File: config.mk
export PLATFORM = sky130hd
export DESIGN_NAME = async_handshake_ctrl
export DESIGN_NICKNAME = d
export VERILOG_FILES = /design/src/rtl/async_handshake_ctrl.sv
export SDC_FILE = /design/constraint.sdc
export NUM_CORES = 1
export LEC_CHECK = 0
export BUFFER_PORTS_ARGS = -buffer_cell sky130_fd_sc_hd__buf_2
export CORE_ASPECT_RATIO = 1.25
export CORE_MARGIN = 3
export CORE_UTILIZATION = 28
export DETAILED_ROUTE_END_ITERATION = 6
export PLACE_DENSITY = 0.56
export SYNTH_ARGS = -nofsm -noshare
export SYNTH_HDL_FRONTEND = slang
export SYNTH_SLANG_ARGS = --single-unit
File: constraint.sdc
create_clock -name clk -period 1.26 [get_ports clk]
set_clock_uncertainty 0.1 [all_clocks]
set_input_delay 0.189 -clock clk [delete_from_list [all_inputs] [get_ports clk]]
set_output_delay 0.189 -clock clk [all_outputs]
set_load 0.01 [all_outputs]
File: src/rtl/async_handshake_ctrl.sv
// async_handshake_ctrl
//   Local-domain master of a 4-phase req/ack handshake with an asynchronous
//   external agent. A word is captured on an accepted start and held on
//   data_out while req_out is raised. ack_in passes through a two-flop
//   synchronizer; the FSM then releases req, waits for ack to fall and
//   returns to idle. If ack never arrives within TIMEOUT_CYCLES cycles of
//   REQ, the transfer is aborted.
//
// Ports
//   clk       in   system clock, rising edge
//   n_rst     in   asynchronous active-low reset
//   start     in   local request, sampled only in IDLE
//   data_in   in   [DATA_WIDTH] word captured on accept
//   ack_in    in   asynchronous acknowledge from the agent
//   req_out   out  registered 4-phase request
//   data_out  out  [DATA_WIDTH] held from accept until back in IDLE
//   busy      out  transaction in flight (including the done cycle)
//   done      out  one-cycle pulse on successful completion
//   timeout   out  one-cycle pulse on abort
module async_handshake_ctrl #(
  parameter int DATA_WIDTH     = 8,
  parameter int TIMEOUT_CYCLES = 255,
  parameter int TO_WIDTH       = 8
) (
  input  logic                  clk,
  input  logic                  n_rst,
  input  logic                  start,
  input  logic [DATA_WIDTH-1:0] data_in,
  input  logic                  ack_in,
  output logic                  req_out,
  output logic [DATA_WIDTH-1:0] data_out,
  output logic                  busy,
  output logic                  done,
  output logic                  timeout
);

  typedef enum logic [1:0] {IDLE, REQ, REL, ABORT} state_t;

  localparam logic [TO_WIDTH-1:0] CNT_LAST = TO_WIDTH'(TIMEOUT_CYCLES - 1);
  localparam logic [TO_WIDTH-1:0] CNT_ONE  = TO_WIDTH'(1);

  state_t                state, state_nxt;
  logic [TO_WIDTH-1:0]   cnt, cnt_nxt;
  logic [DATA_WIDTH-1:0] data_nxt;
  logic                  req_nxt, done_nxt, timeout_nxt;
  logic                  ack_meta, ack_sync;

  // Two-flop synchronizer; only ack_sync is seen by the FSM.
  always_ff @(posedge clk or negedge n_rst) begin
    if (!n_rst) begin
      ack_meta <= 1'b0;
      ack_sync <= 1'b0;
    end else begin
      ack_meta <= ack_in;
      ack_sync <= ack_meta;
    end
  end

  always_ff @(posedge clk or negedge n_rst) begin
    if (!n_rst) begin
      state    <= IDLE;
      cnt      <= '0;
      req_out  <= 1'b0;
      data_out <= '0;
      done     <= 1'b0;
      timeout  <= 1'b0;
    end else begin
      state    <= state_nxt;
      cnt      <= cnt_nxt;
      req_out  <= req_nxt;
      data_out <= data_nxt;
      done     <= done_nxt;
      timeout  <= timeout_nxt;
    end
  end

  always_comb begin
    state_nxt   = state;
    cnt_nxt     = cnt;
    req_nxt     = req_out;
    data_nxt    = data_out;
    done_nxt    = 1'b0;
    timeout_nxt = 1'b0;
    case (state)
      IDLE: begin
        // A stale ack_sync here is deliberately ignored until start.
        if (start) begin
          data_nxt  = data_in;
          req_nxt   = 1'b1;
          cnt_nxt   = '0;
          state_nxt = REQ;
        end
      end
      REQ: begin
        cnt_nxt = cnt + CNT_ONE;
        // Ack wins over a timeout landing in the same cycle.
        if (ack_sync) begin
          req_nxt   = 1'b0;
          state_nxt = REL;
        end else if (cnt == CNT_LAST) begin
          req_nxt     = 1'b0;
          timeout_nxt = 1'b1;
          state_nxt   = ABORT;
        end
      end
      REL: begin
        // No timeout here: the agent must eventually drop ack.
        if (!ack_sync) begin
          done_nxt  = 1'b1;
          state_nxt = IDLE;
        end
      end
      ABORT: begin
        // A late ack keeps us here until it falls again.
        if (!ack_sync) state_nxt = IDLE;
      end
      default: begin
        req_nxt   = 1'b0;
        state_nxt = IDLE;
      end
    endcase
  end

  // done is registered and lands in the first IDLE cycle; folding it in keeps
  // busy high through the done cycle so there is no gap.
  assign busy = (state != IDLE) | done;

endmodule

# Word level (Yosys, flattened, before mapping)
# Index checks and enable logic that the tools add are counted.
# W data, S select, Z words.
classes:
  addsub: 1
  n_eq_ne: 7
  mux: 16
  bitwise: 1
  n_reduce_logical: 8
op_table:
  columns: ["cell", "count"]
  rows:
  - ["$pmux W8 S2", 1]
  - ["$add A8 B1 Y8 const B", 1]
  - ["$eq A8 B8 Y1 const B", 1]
  - ["$mux W1", 8]
  - ["$mux W2", 4]
  - ["$mux W8", 1]
  - ["$pmux W2 S3", 1]
  - ["$reduce_and A3 Y1", 2]
  - ["$eq A2 B2 Y1 const B", 2]
  - ["$ne A2 B2 Y1 const B", 2]
  - ["$reduce_and A2 Y1", 2]
  - ["$reduce_bool A2 Y1", 2]
  - ["$ne A3 B3 Y1 const B", 1]
  - ["$eq A2 B1 Y1 const B", 1]
  - ["$logic_not A2 Y1", 1]
  - ["$pmux W1 S2", 1]
  - ["$reduce_or A2 Y1", 1]
  - ["$or A1 B1 Y1", 1]
word_totals:
  ff_bits: 23
  in_bits: 12
  out_inout_bits: 12

# Depth between registers and ports, before layout
depth:
  ltp_word: 4
  depth_mapped: 5

# Worst setup path before layout
# OpenSTA, ideal clock, no wires.
synth_timing:
  kind: "register to register"
  start: "reg state[0]"
  end: "reg cnt[1]"
  setup_ps: 117
  arrival_ps: 1139
  t_required_ps: 1043
  setup_slack_ps: -96
  stages_incl_launch_ff: 6
  path_buffers: 2
  period_less_slack_ps: 1356
  cell_sequence: "dfrtp_1 -> buf_6 -> or3b_4 -> buf_6 -> nand3_2 -> o21ai_2"
synth_via:
  elab_chain_cells: 3
  word_cells_on_any_way: 6
  cone_classes: "eq/ne (2); mux (1); reduce/logical (3)"
synth_rtl:
  columns: ["element", "line", "source"]
  rows:
  - ["start, declared", "42", "state_t state, state_nxt;"]
  - ["start signal, assigned", "68", "state <= state_nxt;"]
  - ["$eq A2 B1 Y1 / $logic_not A2 Y1 (equally long branches)", "84", "case (state)"]
  - ["$reduce_bool A2 Y1 (no source line) / $ne A2 B2 Y1 (equally long branches)", null, null]
  - ["$reduce_and A2 Y1 (no source line)", null, null]
  - ["end signal, assigned", "69", "cnt <= cnt_nxt;"]
  - ["end, declared", "43", "logic [TO_WIDTH-1:0] cnt, cnt_nxt;"]
# Several ways; a longest one is shown, not always the timed one.
# A chain may end at the register's enable or synchronous reset.

# Final worst setup path
layout_timing:
  start: "reg done"
  end: "out busy"
layout_via:
  elab_chain_cells: 1
layout_rtl:
  columns: ["element", "line", "source"]
  rows:
  - ["start, declared", "33", "output logic done,"]
  - ["start signal, assigned", "72", "done <= done_nxt;"]
  - ["$or A1 B1 Y1", "126", "assign busy = (state != IDLE) | done;"]
  - ["end, declared", "32", "output logic busy,"]
# Every way passes these cells.

==> summary.txt <==
Detailed routing
  • Routed vias: 878
  • Antenna-violating nets left: 0
  • DR DRC count: 0
  • Initial DRC Count: 13
  • Drt first pass iters: 2
  • Vias per cell: 4.80
  • Routed len/inst: 13.1 um
  • Final wirelength: 2400 um

Yosys
  • Yosys reg bits: 23
  • Synth top area share: 0.559
  • Commonest cells post-synth: nand2_1, dfrtp_1, o21ai_0
  • Syn Inst Count: 99
  • Synth area leader: dfrtp_1
  • Syn nets: 113
  • Main synth FF type: dfrtp_1
  • Post-synthesis sequential area ratio: 0.559
  • Yosys cell types: 26
  • Post-synthesis cell area: 1030 um^2
  • Count leader, synth: nand2_1
  • Synth top area cells: dfrtp_1, nand2_1, buf_6
  • Yosys warning count: 0
  • FFs w/ async S/R, synth: 1.00
  • Post-synth EDFFs: 0
  • Syn_area_per_cell: 10.4 um^2

Critical path
  • Crit-path cells: or3_1, buf_2
  • CP Data Required Time: 970 ps
  • Max incr delay on CP: 380 ps
  • R2r endpoint: data_out[4]$_DFFE_PN0P_
  • Worst setup EP type: output pin
  • Crit Path Class: reg2out
  • FF-to-FF setup slack: -170 ps
  • Worst Path Arrival: 1150 ps
  • Crit Path Max Fanout: 2
  • RR Startpoint: state[0]$_DFFE_PN0P_
  • R2R cell count: 5
  • Setup crit start kind: register
  • CP max-delay cell: dfrtp_1

Timing
  • Unrepaired setup endpoints after global routing: true
  • Slew margin rel.: 0.657
  • Min Clock Period, post-route: 1440 ps
  • Worst slew pin tran: 515 ps
  • Hold Fails Final Rpt: 0
  • Fin crit share: 1.14
  • Final max-slew violation count: 0
  • # setup viols final: 19
  • Worst Slack Setup Final: -182 ps
  • Peak Freq: 693 MHz

GRT
  • Total GRT Usage: 0.118
  • Largest net degree at the start of global routing: 24
  • Initial antenna violation count: 0
  • Vias in the first global route: 870
  • First-pass GRT wire length: 3870 um
  • Remaining Overflow, GRT: 0

Placed design
  • Placer Congestion: 0.796
  • DP HPWL: 1550 um
  • Placement Setup Slack: -105 ps
  • Placed instance area: 1250 um^2
  • Port Buffers: 23

Finish
  • Layout fillers: 338
  • Share of layout cells above drive strength 1: 0.535
  • Post-route cell area: 1550 um^2
  • ANT cells: 0
  • Area growth syn-to-layout: 50.5%
  • # nets final: 159

CTS
  • CTS max path bufs: 2
  • CTS Root Cell: clkbuf_8
  • CTS sink cnt: 23
  • CTS H-tree depth: 1
  • CTS clk-pin slew, worst paths: 80 ps
  • TritonCTS Buffers: 3
  • CTS tree: yes
  • Clk_lat worst skew: 260 ps

Status
  • Status: complete, but fails checks
  • Failing checks: negative setup slack

Die
  • Chip width: 60.2 um
  • Die ar.: 4450 um^2
  • Die height: 73.8 um
  • Boundary pin count: 24
  • Core Rows: 24
  • Core area: 3510 um^2
  • Initial Utilization: 0.293

Power
  • Leak: 0.000737 uW
  • Peak supply drop: 1.27 mV
  • Power density over cell area: 1960 nW/um^2

Hold path
  • WHS Endpoint: data_out[3]$_DFFE_PN0P_
  • Class of the worst hold path: in2reg
  • HP Start: data_in[3]
  • Hold path cells: 3

Run
  • Max-cap violations: 0
## cells by family after synthesis
logic type / Yosys count / share of synthesized area
simple gates: 52 / 0.253
flops: 23 / 0.559
compound gates: 13 / 0.0790
buf+inv: 5 / 0.0474
mux: 3 / 0.0292
fa+ha+maj: 2 / 0.0243
xor+xnor: 1 / 0.00851
## routing by layer
layer | track usage | up-vias | wire (um)
li1 | - | 423 | -
met1 | 0.143 | 429 | 997
met5 | 0 | - | 0
met3 | 0.0193 | 4 | 104
met4 | 0.0591 | 0 | 34
met2 | 0.197 | 22 | 1270
## report_power, final
| part | internal [uW] | total [uW] | switching, uW |
|---|---|---|---|
| clock | 226 | 449 | 224 |
| combinational | 759 | 1480 | 718 |
| sequential | 950 | 1110 | 162 |
## state kept, by name, summed over array words and instances (netlist names)
register,flops
req_out,1
ack_sync,1
state,2
done,1
ack_meta,1
cnt,8
timeout,1
data_out,8
## worst max-delay path: cells and delay by family (launching register included)
family,cells,cell delay (ps)
DFF,1,380
and+or+nand+nor,1,370
buffers and inverters,1,150
## timing repair
action	4_1_cts	5_1_grt
setup endpoints to repair	18	20
gates resized for setup	27	23
gates cloned	0	0
hold buffers	2	0
pin swaps	14	20
setup buffers	4	3
hold endpoints to repair	24	0
## placed cells by master, fill, tap and decap left out, types with 2 or more instances in the layout
master         synthesis  routed
nor3b_2                1       2
nand3_2                1       3
dfrtp_1               23      22
o21ai_1                0       4
a21oi_2                0       3
clkbuf_8               0       3
or3_1                  2       2
buf_6                  4      10
dlygate4sd3_1          0       2
nand2_2                0       7
nor3_4                 0       2
mux2i_1                3       3
buf_2                  0      23
nand2_1               33      26
buf_4                  0       9
## worst max path at each step
stage | start | end | slack, ps | depth (start not counted)
2_1_floorplan | state[0]$_DFFE_PN0P_ | cnt[1]$_DFFE_PN0P_ | -100 | 5
6_report | done$_DFF_PN0_ | busy | -180 | 2
5_1_grt | state[0]$_DFFE_PN0P_ | busy | -220 | 2
3_5_place_dp | state[0]$_DFFE_PN0P_ | cnt[6]$_DFFE_PN0P_ | -110 | 4
4_1_cts | state[0]$_DFFE_PN0P_ | busy | -200 | 2
3_3_place_gp | cnt[0]$_DFFE_PN0P_ | timeout$_DFF_PN0_ | -60 | 5
## layout make-up
cell class	instances	area, um^2	share of cell area
sequential	23	577	0.372
inverter	1	6.26	0.00404
clock buffer	4	45.0	0.0291
multi-input combinational	71	543	0.350
timing repair buffer	45	330	0.213
tap	39	48.8	0.0315
## stage by stage
step	total power, uW	TNS, ps	hold slack (ps)	utilization	cells
floorplan	1730	-804	-207	-	99
global placement	2100	-565	89.4	0.355	170
detailed placement	2130	-1100	92.9	0.355	170
CTS	2860	-1760	7.46	0.413	180
global route	3240	-2980	24.6	0.441	183
finish	3040	-2040	14.1	0.441	183
Note: power is estimated with default switching activity, not from simulation.
